[src/rtl/bf_pkg.sv]
// Shared definitions for the beamformer weight controller.
//   NUM_CH, W_W          : default channel count and weight word width
//   WSEL_*               : wr_sel / rd_sel encodings of the four weight kinds
//   state_t              : controller FSM states
package bf_pkg;

  localparam int unsigned NUM_CH = 8;
  localparam int unsigned W_W    = 5;

  localparam logic [1:0] WSEL_COS1 = 2'd0;
  localparam logic [1:0] WSEL_SIN1 = 2'd1;
  localparam logic [1:0] WSEL_COS2 = 2'd2;
  localparam logic [1:0] WSEL_SIN2 = 2'd3;

  typedef enum logic {
    IDLE  = 1'b0,
    ARMED = 1'b1
  } state_t;

endpackage

[src/rtl/bf_weight_bank.sv]
// NUM_CH x 4 x W_W weight register file.
//   clock, reset         : system clock, synchronous active-high reset (clears all words)
//   wr_en/wr_ch/wr_sel/wr_data : single-word write; out-of-range wr_ch is dropped
//   load_en, load_*      : whole-bank parallel load (has priority over wr_en)
//   rd_cos_1..rd_sin_2   : flattened contents, ch i at [W_W*i +: W_W]
module bf_weight_bank
  import bf_pkg::*;
#(
  parameter int unsigned NUM_CH = bf_pkg::NUM_CH,
  parameter int unsigned W_W    = bf_pkg::W_W
) (
  input  logic                  clock,
  input  logic                  reset,
  input  logic                  wr_en,
  input  logic [2:0]            wr_ch,
  input  logic [1:0]            wr_sel,
  input  logic [W_W-1:0]        wr_data,
  input  logic                  load_en,
  input  logic [NUM_CH*W_W-1:0] load_cos_1,
  input  logic [NUM_CH*W_W-1:0] load_sin_1,
  input  logic [NUM_CH*W_W-1:0] load_cos_2,
  input  logic [NUM_CH*W_W-1:0] load_sin_2,
  output logic [NUM_CH*W_W-1:0] rd_cos_1,
  output logic [NUM_CH*W_W-1:0] rd_sin_1,
  output logic [NUM_CH*W_W-1:0] rd_cos_2,
  output logic [NUM_CH*W_W-1:0] rd_sin_2
);

  logic [W_W-1:0] mem_q [NUM_CH][4];

  always_ff @(posedge clock) begin
    if (reset) begin
      mem_q <= '{default: '0};
    end else if (load_en) begin
      for (int unsigned i = 0; i < NUM_CH; i++) begin
        mem_q[i][WSEL_COS1] <= load_cos_1[W_W*i +: W_W];
        mem_q[i][WSEL_SIN1] <= load_sin_1[W_W*i +: W_W];
        mem_q[i][WSEL_COS2] <= load_cos_2[W_W*i +: W_W];
        mem_q[i][WSEL_SIN2] <= load_sin_2[W_W*i +: W_W];
      end
    end else if (wr_en && (32'(wr_ch) < NUM_CH)) begin
      mem_q[wr_ch][wr_sel] <= wr_data;
    end
  end

  always_comb begin
    rd_cos_1 = '0;
    rd_sin_1 = '0;
    rd_cos_2 = '0;
    rd_sin_2 = '0;
    for (int unsigned i = 0; i < NUM_CH; i++) begin
      rd_cos_1[W_W*i +: W_W] = mem_q[i][WSEL_COS1];
      rd_sin_1[W_W*i +: W_W] = mem_q[i][WSEL_SIN1];
      rd_cos_2[W_W*i +: W_W] = mem_q[i][WSEL_COS2];
      rd_sin_2[W_W*i +: W_W] = mem_q[i][WSEL_SIN2];
    end
  end

endmodule

[src/rtl/bf_weight_ctrl.sv]
// Beamformer phase-shift weight controller.
// Weight writes land in a shadow bank; a commit arms a transfer that copies the
// whole shadow bank into the active bank on the next tick_i, so every channel
// changes beam on the same edge at a prescale-phase boundary.
// Ports:
//   clock, reset            : system clock, synchronous active-high reset
//   tick_i                  : prescale-phase boundary pulse
//   wr_valid/wr_ready, wr_ch/wr_sel/wr_data : shadow write port
//   commit_valid/commit_ready : commit request handshake
//   commit_done_o           : pulse on the cycle after the active bank updates
//   pending_o               : commit accepted, swap not yet done
//   commit_cnt_o            : completed swap count (wraps)
//   w_cos_1_o..w_sin_2_o    : active weights, ch i at [W_W*i +: W_W]
// Optional (macro BF_WCTRL_READBACK_EN):
//   rd_valid/rd_ch/rd_sel/rd_bank -> rd_data_o/rd_data_valid_o one cycle later
module bf_weight_ctrl
  import bf_pkg::*;
#(
  parameter int unsigned NUM_CH = bf_pkg::NUM_CH,
  parameter int unsigned W_W    = bf_pkg::W_W,
  parameter int unsigned CNT_W  = 8
) (
  input  logic                  clock,
  input  logic                  reset,
  input  logic                  tick_i,
  input  logic                  wr_valid,
  output logic                  wr_ready,
  input  logic [2:0]            wr_ch,
  input  logic [1:0]            wr_sel,
  input  logic [W_W-1:0]        wr_data,
  input  logic                  commit_valid,
  output logic                  commit_ready,
  output logic                  commit_done_o,
  output logic                  pending_o,
  output logic [CNT_W-1:0]      commit_cnt_o,
  output logic [NUM_CH*W_W-1:0] w_cos_1_o,
  output logic [NUM_CH*W_W-1:0] w_sin_1_o,
  output logic [NUM_CH*W_W-1:0] w_cos_2_o,
  output logic [NUM_CH*W_W-1:0] w_sin_2_o
`ifdef BF_WCTRL_READBACK_EN
  ,
  input  logic                  rd_valid,
  input  logic [2:0]            rd_ch,
  input  logic [1:0]            rd_sel,
  input  logic                  rd_bank,
  output logic [W_W-1:0]        rd_data_o,
  output logic                  rd_data_valid_o
`endif
);

  state_t state_q, state_d;
  logic   swap;
  logic   shadow_wr;

  logic [NUM_CH*W_W-1:0] sh_cos_1, sh_sin_1, sh_cos_2, sh_sin_2;

  // State register
  always_ff @(posedge clock) begin
    if (reset) state_q <= IDLE;
    else       state_q <= state_d;
  end

  // Next state: tick_i in IDLE is ignored, so a commit accepted together
  // with a tick waits for the following tick.
  always_comb begin
    state_d = state_q;
    unique case (state_q)
      IDLE:    if (commit_valid) state_d = ARMED;
      ARMED:   if (tick_i)       state_d = IDLE;
      default: state_d = IDLE;
    endcase
  end

  // Outputs: handshakes open only in IDLE, which freezes the shadow bank while armed
  always_comb begin
    wr_ready     = 1'b0;
    commit_ready = 1'b0;
    pending_o    = 1'b0;
    swap         = 1'b0;
    unique case (state_q)
      IDLE: begin
        wr_ready     = 1'b1;
        commit_ready = 1'b1;
      end
      ARMED: begin
        pending_o = 1'b1;
        swap      = tick_i;
      end
      default: ;
    endcase
  end

  assign shadow_wr = wr_valid & wr_ready;

  always_ff @(posedge clock) begin
    if (reset) begin
      commit_done_o <= 1'b0;
      commit_cnt_o  <= '0;
    end else begin
      commit_done_o <= swap;
      if (swap) commit_cnt_o <= commit_cnt_o + 1'b1;
    end
  end

  bf_weight_bank #(.NUM_CH(NUM_CH), .W_W(W_W)) u_shadow (
    .clock      (clock),
    .reset      (reset),
    .wr_en      (shadow_wr),
    .wr_ch      (wr_ch),
    .wr_sel     (wr_sel),
    .wr_data    (wr_data),
    .load_en    (1'b0),
    .load_cos_1 ('0),
    .load_sin_1 ('0),
    .load_cos_2 ('0),
    .load_sin_2 ('0),
    .rd_cos_1   (sh_cos_1),
    .rd_sin_1   (sh_sin_1),
    .rd_cos_2   (sh_cos_2),
    .rd_sin_2   (sh_sin_2)
  );

  bf_weight_bank #(.NUM_CH(NUM_CH), .W_W(W_W)) u_active (
    .clock      (clock),
    .reset      (reset),
    .wr_en      (1'b0),
    .wr_ch      ('0),
    .wr_sel     ('0),
    .wr_data    ('0),
    .load_en    (swap),
    .load_cos_1 (sh_cos_1),
    .load_sin_1 (sh_sin_1),
    .load_cos_2 (sh_cos_2),
    .load_sin_2 (sh_sin_2),
    .rd_cos_1   (w_cos_1_o),
    .rd_sin_1   (w_sin_1_o),
    .rd_cos_2   (w_cos_2_o),
    .rd_sin_2   (w_sin_2_o)
  );

`ifdef BF_WCTRL_READBACK_EN
  logic [NUM_CH*W_W-1:0] rd_bus;
  logic [W_W-1:0]        rd_word;

  // Reads sample the banks' current contents, i.e. before any same-edge write or swap
  always_comb begin
    rd_bus  = '0;
    rd_word = '0;
    unique case (rd_sel)
      WSEL_COS1: rd_bus = rd_bank ? w_cos_1_o : sh_cos_1;
      WSEL_SIN1: rd_bus = rd_bank ? w_sin_1_o : sh_sin_1;
      WSEL_COS2: rd_bus = rd_bank ? w_cos_2_o : sh_cos_2;
      WSEL_SIN2: rd_bus = rd_bank ? w_sin_2_o : sh_sin_2;
      default:   rd_bus = '0;
    endcase
    if (32'(rd_ch) < NUM_CH) rd_word = rd_bus[W_W*rd_ch +: W_W];
  end

  always_ff @(posedge clock) begin
    if (reset) begin
      rd_data_valid_o <= 1'b0;
      rd_data_o       <= '0;
    end else begin
      rd_data_valid_o <= rd_valid;
      if (rd_valid) rd_data_o <= rd_word;
    end
  end
`endif

endmodule

[config.mk]
export PLATFORM = sky130hd
export DESIGN_NAME = bf_weight_ctrl
export DESIGN_NICKNAME = d
export VERILOG_FILES = /design/src/rtl/bf_pkg.sv /design/src/rtl/bf_weight_bank.sv /design/src/rtl/bf_weight_ctrl.sv
export SDC_FILE = /design/constraint.sdc
export NUM_CORES = 1
export LEC_CHECK = 0
export ABC_AREA = 1
export BUFFER_PORTS_ARGS = -buffer_cell sky130_fd_sc_hd__buf_2
export CORE_ASPECT_RATIO = 1.75
export CORE_UTILIZATION = 54
export CTS_CLUSTER_DIAMETER = 40
export DETAILED_ROUTE_END_ITERATION = 10
export PLACE_DENSITY = 0.77
export SLEW_MARGIN = 20
export SYNTH_ARGS = -nofsm -noshare
export SYNTH_HDL_FRONTEND = slang
export SYNTH_HIERARCHICAL = 1
export SYNTH_SLANG_ARGS = --single-unit
[constraint.sdc]
create_clock -name clock -period 1.6 [get_ports clock]
set_clock_uncertainty 0.15 [all_clocks]
set_input_delay 0 -clock clock [delete_from_list [all_inputs] [get_ports clock]]
set_output_delay 0 -clock clock [all_outputs]
set_load 0.03 [all_outputs]
==> results.md, run 1 <==
- Status: complete, but fails checks
- Failing checks: negative setup slack
- Die Span X: between 100 and 150 um
- Crit-path leading delay family: simple AND/OR/NAND/NOR gates
- Pre-CTS setup slack: -0.102 ns
- DR pass1 iterations: 6
- Placed Cells: about 3,900
- Sequential power share: 0.413
- Crit path cell chain: nor2_4 > or2_1 > buf_12 > buf_4 > nand2_2 > nand2_1 > nand2_1 > nor2_1
- GPL Wtd Cong: roughly 0.89
- Commonest cells post-synth: 1,194 x nand2_1, 673 x nor2_1, 330 x dfxtp_1, 187 x nand3_1, 186 x nand3b_1
- Cell Area, Synth: 18,200 um^2
- CTS Buffer Depth: 3
- NetSw: ~7 mW
- Int Pwr: between 15 and 20 mW
- H-tree levels: 2
- Area Growth Syn to Fin: 25.6%
- Skew-Pair Late Insertion Delay: ~0.55 ns
- Worst EP required: approximately 1.9 ns
- GRT Resource Usage Total: 0.352
- Slew headroom: 0.547
- Post-DP Area: ~21,000 um^2
- WP buf/inv: 2
- WL final: ~63,000 um
- Post-Syn Area per Cell: 5.90 um^2
- Async S/R FF share, synth: 0
- Syn. warnings: 6
- # rows: a little under 90
- CP peak stage delay: about 0.39 ns
- Pwr/cell area: 970 nW/um^2
- DRT iter0 DRCs: approximately 1,600
- Root Buffer: clkbuf_16
- Critical path endpoint category: flip-flop
- Critical path class: flip-flop to flip-flop
- Critical path launch point type: flip-flop
- Ys flop type: dfxtp_1
- Synth cell types: 25
- Final critical-path setup slack: -0.0521 ns
- Drt wl/cell: about 16 um
- CTS buffer count: 36
- Top cell type's share of synthesized area: 0.362
- Max-slew violations: 0
- Maximum vdd drop: between 0.0008 and 0.0009 V
- Final Cell Area: 22,900 um^2
- Comb power frac: 0.198
- Hold Fails Final Rpt: 0
- Vias: about 20,000
- Critical-path maximum fanout: 10
- Final setup violation count: 43
- RSZ-0062 raised after global routing: yes
- Synth area leader: dfxtp_1
- Mapped Cells: between 3,000 and 4,000
- Slowest library cell on the worst path: dfxtp_4
- Max Cap Viol: 0
- # DRC: 0
- Post-synth EDFFs: 0
- Worst hold path class: primary input to flip-flop
- Core area: approximately 33,000 um^2
- IO Pins: about 190
- CTS tree: built
- Post-synthesis register bit count: 330
- CTS Sinks: 330
- Setup TNS: -0.817 ns
- DP HPWL: 42,000 um
- Max Clk Rate: slightly above 0.6 GHz
- Starting density of the core: 0.550
- Clk slew on worst S/H paths: about 0.070 ns
- Share of layout cells above drive strength 1: 0.130
- Most frequent cell after synthesis: nand2_1
- Largest net degree at the start of global routing: approximately 180
- Least-Margin Pin Slew: between 0.6 and 0.7 ns
- Final hold slack: ~0.0057 ns
- CP dominant cell by count: nand2_1
- Antenna violation net count after detailed routing: 0
- Non-Filler Instances: a little under 4,000
- Worst Path Arrival: between 1.5 and 2 ns
- Number of port buffers: 186
- GR Overflow Total: 0
- Initial antenna violation count: 2
- Vias per inst: ~5.2
- Die ar.: 34,500 um^2
- Die height: approximately 250 um
- Area contributors post-synth: dfxtp_1 36%, nand2_1 25%, nor2_1 14%
- Sw frac: 0.308
- Sequential-to-total area share from yosys stat: 0.362
- Layout fillers: 2,941
- Final #Nets: between 3,000 and 4,000
- Tcrit/Tclk final: 1.03
- Leakage: approximately 12 nW
- Period minus WS final: between 1.5 and 2 ns
- Number of global-route vias before repair: 19,100
- Clock power share: 0.390
- First-pass GRT wire length: approximately 95,000 um
==> registers in the layout (all words and copies together), names as in the netlist <==
signal,flops
commit_done_o,1
u_active/rd_cos_1,40
u_active/rd_sin_1,40
u_active/rd_cos_2,40
state_q,1
commit_cnt_o,8
u_shadow/rd_cos_1,40
u_shadow/rd_sin_2,40
u_shadow/rd_cos_2,40
u_shadow/rd_sin_1,40
u_active/rd_sin_2,40
==> final timing paths <==
check	slack, ns	cells past startpoint	from	endpoint
max reg2reg	-0.05	8	state_q	u_shadow/rd_sin_2[38]
min reg2reg	0.34	2	u_shadow/rd_cos_1[10]	u_shadow/rd_cos_1[10]
min	0.006	7	wr_ch[1]	u_shadow/rd_cos_2[31]
max	-0.05	8	state_q	u_shadow/rd_sin_2[38]
==> layout make-up <==
type / count / area (um^2) / area share
antenna: 2 / 5.00 / 0.000219
clock buffer: 46 / 1000 / 0.0437
clock inverter: 17 / 206 / 0.00901
inverter: 178 / 692 / 0.0302
multi-input combinational: 2616 / 11400 / 0.497
sequential: 330 / 6610 / 0.289
tap: 450 / 563 / 0.0246
timing repair buffer: 316 / 2440 / 0.107
==> placed cells by master (no fill, tap or decap), types with 21 or more instances in the layout <==
cell / count
o21ai_2: 21
nand3_1: 187
clkbuf_16: 46
buf_2: 186
buf_4: 80
nand3b_1: 186
inv_1: 170
conb_1: 193
nand2_1: 1174
nor2_1: 649
o21ai_0: 116
nor2_2: 24
dfxtp_1: 329
==> kinds of logic (layout without fill, tap and decap cells) <==
| family | Yosys count | in the layout | share of synthesized area |
|---|---|---|---|
| fa+ha+maj | 1 | 1 | 0.000686 |
| buf+inv | 343 | 557 | 0.0733 |
| flops | 330 | 330 | 0.362 |
| simple gates | 2254 | 2258 | 0.518 |
| compound gates | 164 | 164 | 0.0453 |
| other cells | 1 | 195 | 0.000206 |
==> per-stage QoR <==
stage / total power [mW] / utilization
after floorplan: 12.1 / -
after global placement: 13.1 / 0.632
after detailed placement: 13.2 / 0.632
after CTS: 21.8 / 0.674
after global routing: 23.0 / 0.691
final: 22.2 / 0.691
==> power by group through the flow <==
| stage | logic [mW] | clock network, mW | registers [mW] |
|---|---|---|---|
| after CTS | 3.91 | 8.74 | 9.16 |
| after floorplan | 2.31 | 0 | 9.78 |
| final | 4.39 | 8.66 | 9.17 |
| after global routing | 4.78 | 9.05 | 9.22 |
| after global placement | 3.76 | 0 | 9.32 |
| after detailed placement | 3.82 | 0 | 9.34 |
==> worst register-to-register path, cell delays in order, from the launching register on <==
cell and delay (ns):
dfxtp_4 0.39, nor2_4 0.05, or2_1 0.25, buf_12 0.17
buf_4 0.17, nand2_2 0.18, nand2_1 0.08, nand2_1 0.07
nor2_1 0.04
==> timing repair <==
item                                    4_1_cts  5_1_grt
pin swaps                                     1       18
endpoints found under the setup margin      120      179
endpoints found under the hold margin        61        0
gates cloned                                  1       13
resized for setup                            28       72
hold buffers                                  9        0
buffers inserted                              0        5
==> layer usage <==
layer  vias up  track usage  wire length (um)
li1      10100            -                 -
met1      9165        0.352             22300
met2       862        0.641             31700
met3       305       0.0589              4090
met4         0        0.274              5040
met5         -            0                 0
No activity file was read; power rests on OpenSTA's default activity.
==> run 2: changes to the inputs <==
Settings changed: ABC_AREA 1 to not set, CORE_UTILIZATION 54 to 53.
==> run 2 against run 1 <==
Net effect:
- cell count shrank 34%
- die area shrank 13%
- the flow still finishes with violations (negative setup slack)
- critical endpoint is now u_active/rd_sin_2[28]
- area after synthesis shrank 14%
- register-to-register slack lost 0.32 ns
- clock-buffer cell count grew 1
- largest power group unchanged
- global-route usage grew 3.9 points
- hold slack gained 0.026 ns
- highest routed layer is now met5
- critical path type unchanged
==> results.md, run 2 <==
- Die height: 229 um (-6.5%)
- GRT Resource Usage Total: 0.391 (+0.0391)
- Worst EP required: 1.83 ns (-0.04 ns)
- Area Growth Syn to Fin: 40.0%
- Synth area leader: dfxtp_1
- Async S/R FF share, synth: 0 (unchanged)
- RSZ-0062 raised after global routing: yes
- Max Cap Viol: 0 (unchanged)
- Core area: 28,800 um^2 (-13%)
- CTS tree: built
- Root Buffer: clkbuf_16
- Largest net degree at the start of global routing: 173 (-2.8%)
- Mapped Cells: 1,739 (-44%)
- CTS Sinks: 330 (unchanged)
- Number of port buffers: 186 (unchanged)
- Critical path class: flip-flop to flip-flop
- Antenna violation net count after detailed routing: 0 (unchanged)
- Commonest cells post-synth: 330 x dfxtp_1, 309 x inv_1, 303 x a21oi_1, 194 x o221a_1, 111 x clkbuf_1
- Least-Margin Pin Slew: 0.927 ns (+0.249 ns)
- Final #Nets: 2,240 (-36%)
- Final Cell Area: 21,900 um^2 (-4.5%)
- Worst Hold End: u_shadow/rd_cos_2[28]
- Ys flop type: dfxtp_1
- Cell Area, Synth: 15,600 um^2 (-14%)
- Starting density of the core: 0.542 (-0.00810)
- Die Span X: 132 um (-6.5%)
- Max-slew violations: 0 (unchanged)
- Initial antenna violation count: 3 (+1)
- DP HPWL: 40,900 um (-2.7%)
- Worst hold path class: primary input to flip-flop
- Syn. warnings: 6 (unchanged)
- Area contributors post-synth: dfxtp_1 42%, o221a_1 14%, a21oi_1 9.7%
- First-pass GRT wire length: 89,900 um (-5.7%)
- Share of layout cells above drive strength 1: 0.292 (+0.162)
- Tcrit/Tclk final: 1.23 (+0.199)
- Hold path startpoint: wr_sel[0]
- WHS Path Cells: 5 (-2)
- Critical path endpoint category: flip-flop
- Critical-path maximum fanout: 7 (-3)
- Slew headroom: 0.378 (-0.168)
- Commonest non-fill, non-tap cell in the layout: dfxtp_1
- CTS Buffer Depth: 3 (unchanged)
- Most frequent cell after synthesis: dfxtp_1
- WL final: 65,900 um (+4.2%)
- Vias per inst: 6.38 (+23%)
- Post-synthesis register bit count: 330 (unchanged)
- Reg2reg end: u_active/rd_sin_2[28]
- Post-Syn Area per Cell: 8.99 um^2 (+52%)
- Max Clk Rate: 0.507 GHz (-16%)
- Clk slew on worst S/H paths: 0.06 ns (about the same)
- DR pass1 iterations: 5 (-1)
- Period minus WS final: 1.97 ns (+0.318 ns)
- Top cell type's share of synthesized area: 0.423 (+0.0604)
- R2R setup slack: -0.37 ns (-0.32 ns)
- Post-DP Area: 18,500 um^2 (-12%)
- Drt wl/cell: 25.1 um (+57%)
- Worst Path Arrival: 2.20 ns (+0.28 ns)
- Skew-Pair Late Insertion Delay: 0.52 ns (-0.03 ns)
- Reg2Reg Launch Point: state_q
- Final critical-path setup slack: -0.370 ns (-0.318 ns)
- Number of global-route vias before repair: 15,800 (-17%)
- Maximum vdd drop: 0.000921 V (+11%)
- CTS buffer count: 35 (-2.8%)
- GPL Wtd Cong: 0.945 (+6.4%)
- # DRC: 0 (unchanged)
- Status: complete, but fails checks
- # rows: 82 (-6.8%)
- Critical path launch point type: flip-flop
- H-tree levels: 2 (unchanged)
- Most frequent cells in the layout: 329 x dfxtp_1, 308 x inv_1, 239 x a21oi_1, 235 x conb_1, 194 x o221a_1
- Pwr/cell area: 967 nW/um^2 (-0.36%)
- Post-synth EDFFs: 0 (unchanged)
- Power, Total: 21.1 mW (-4.8%)
- DRT iter0 DRCs: 1,718 (+8.9%)
- Sequential-to-total area share from yosys stat: 0.423 (+0.0604)
- Final setup violation count: 326 (+660%)
- Worst Reg-to-Reg Cells: 7 (-1)
- Failing checks: negative setup slack
- Vias: 16,700 (-18%)
- Leakage: 8.79 nW (-27%)
- Die ar.: 30,200 um^2 (-13%)
- GR Overflow Total: 0 (unchanged)
- Synth cell types: 52 (+110%)
- IO Pins: 187 (unchanged)
- Hold Fails Final Rpt: 0 (unchanged)
## run 2: critical path, cell delays in order (launching register included)
cell and delay [ns]:
dfxtp_4 0.34, buf_4 0.13, buf_12 0.13, nand2_8 0.17, clkinv_16 0.13, buf_8 0.15
nor2b_1 0.14, a2111oi_0 0.48
## run 2: worst max-delay path by stage
stage	depth (start not counted)	slack, ns	from	to
after floorplan	5	-0.24	state_q	u_shadow/rd_sin_2[5]
after detailed placement	6	-0.35	state_q	u_shadow/rd_cos_1[26]
after CTS	5	-0.26	state_q	u_shadow/rd_sin_2[5]
after global routing	8	-0.35	state_q	u_active/rd_sin_2[34]
final	7	-0.37	state_q	u_active/rd_sin_2[28]
after global placement	6	-0.31	state_q	u_shadow/rd_cos_1[25]
## run 2: repair_timing
| item | in CTS | in global routing |
|---|---|---|
| setup endpoints to repair | 318 | 295 |
| hold buffers | 14 | 0 |
| resized for setup | 164 | 151 |
| endpoints found under the hold margin | 111 | 0 |
| buffers inserted | 8 | 15 |
| gates cloned | 1 | 15 |
| pin swaps | 86 | 70 |
## run 2: metal layers
metal,vias to the layer above,global-route usage,wire length [um]
met5,-,0,25
met4,4,0.393,7280
met3,469,0.0784,5920
met2,1161,0.663,31300
met1,7972,0.390,21400
li1,7142,-,-
## run 2: final cells by class
cell class	instances	area, um^2
inverter	311	1210
clock inverter	13	101
fill	1812	6950
timing repair inverter	3	47.5
sequential	330	6610
tap	378	473
antenna	1	2.50
multi-input combinational	1194	9670
timing repair buffer	349	2800
clock buffer	47	961
## run 2: cells by family after synthesis
group / synth area share
flip-flops: 0.423
other: 0.000240
buffers and inverters: 0.110
XOR/XNOR: 0.00112
AND/OR/NAND/NOR: 0.0959
AO/OA/AOI/OAI: 0.369
adder cells (fa/ha/maj): 0.000800
## run 2: through the flow
stage,setup WS [ns],std cells,hold WS (ns),setup TNS (ns),util
floorplan,-0.240,1973,-0.00804,-18.92,-
global placement,-0.310,2515,0.238,-42.80,0.642
detailed placement,-0.347,2515,0.253,-49.50,0.642
CTS,-0.256,2598,0.00241,-25.37,0.718
global route,-0.349,2626,0.0289,-66.90,0.759
finish,-0.370,2626,0.0321,-59.79,0.759
## run 2: power breakdown
part / switching (mW) / internal [mW]
clock: 3.50 / 4.27
combinational: 2.61 / 1.58
sequential: 0.421 / 8.77
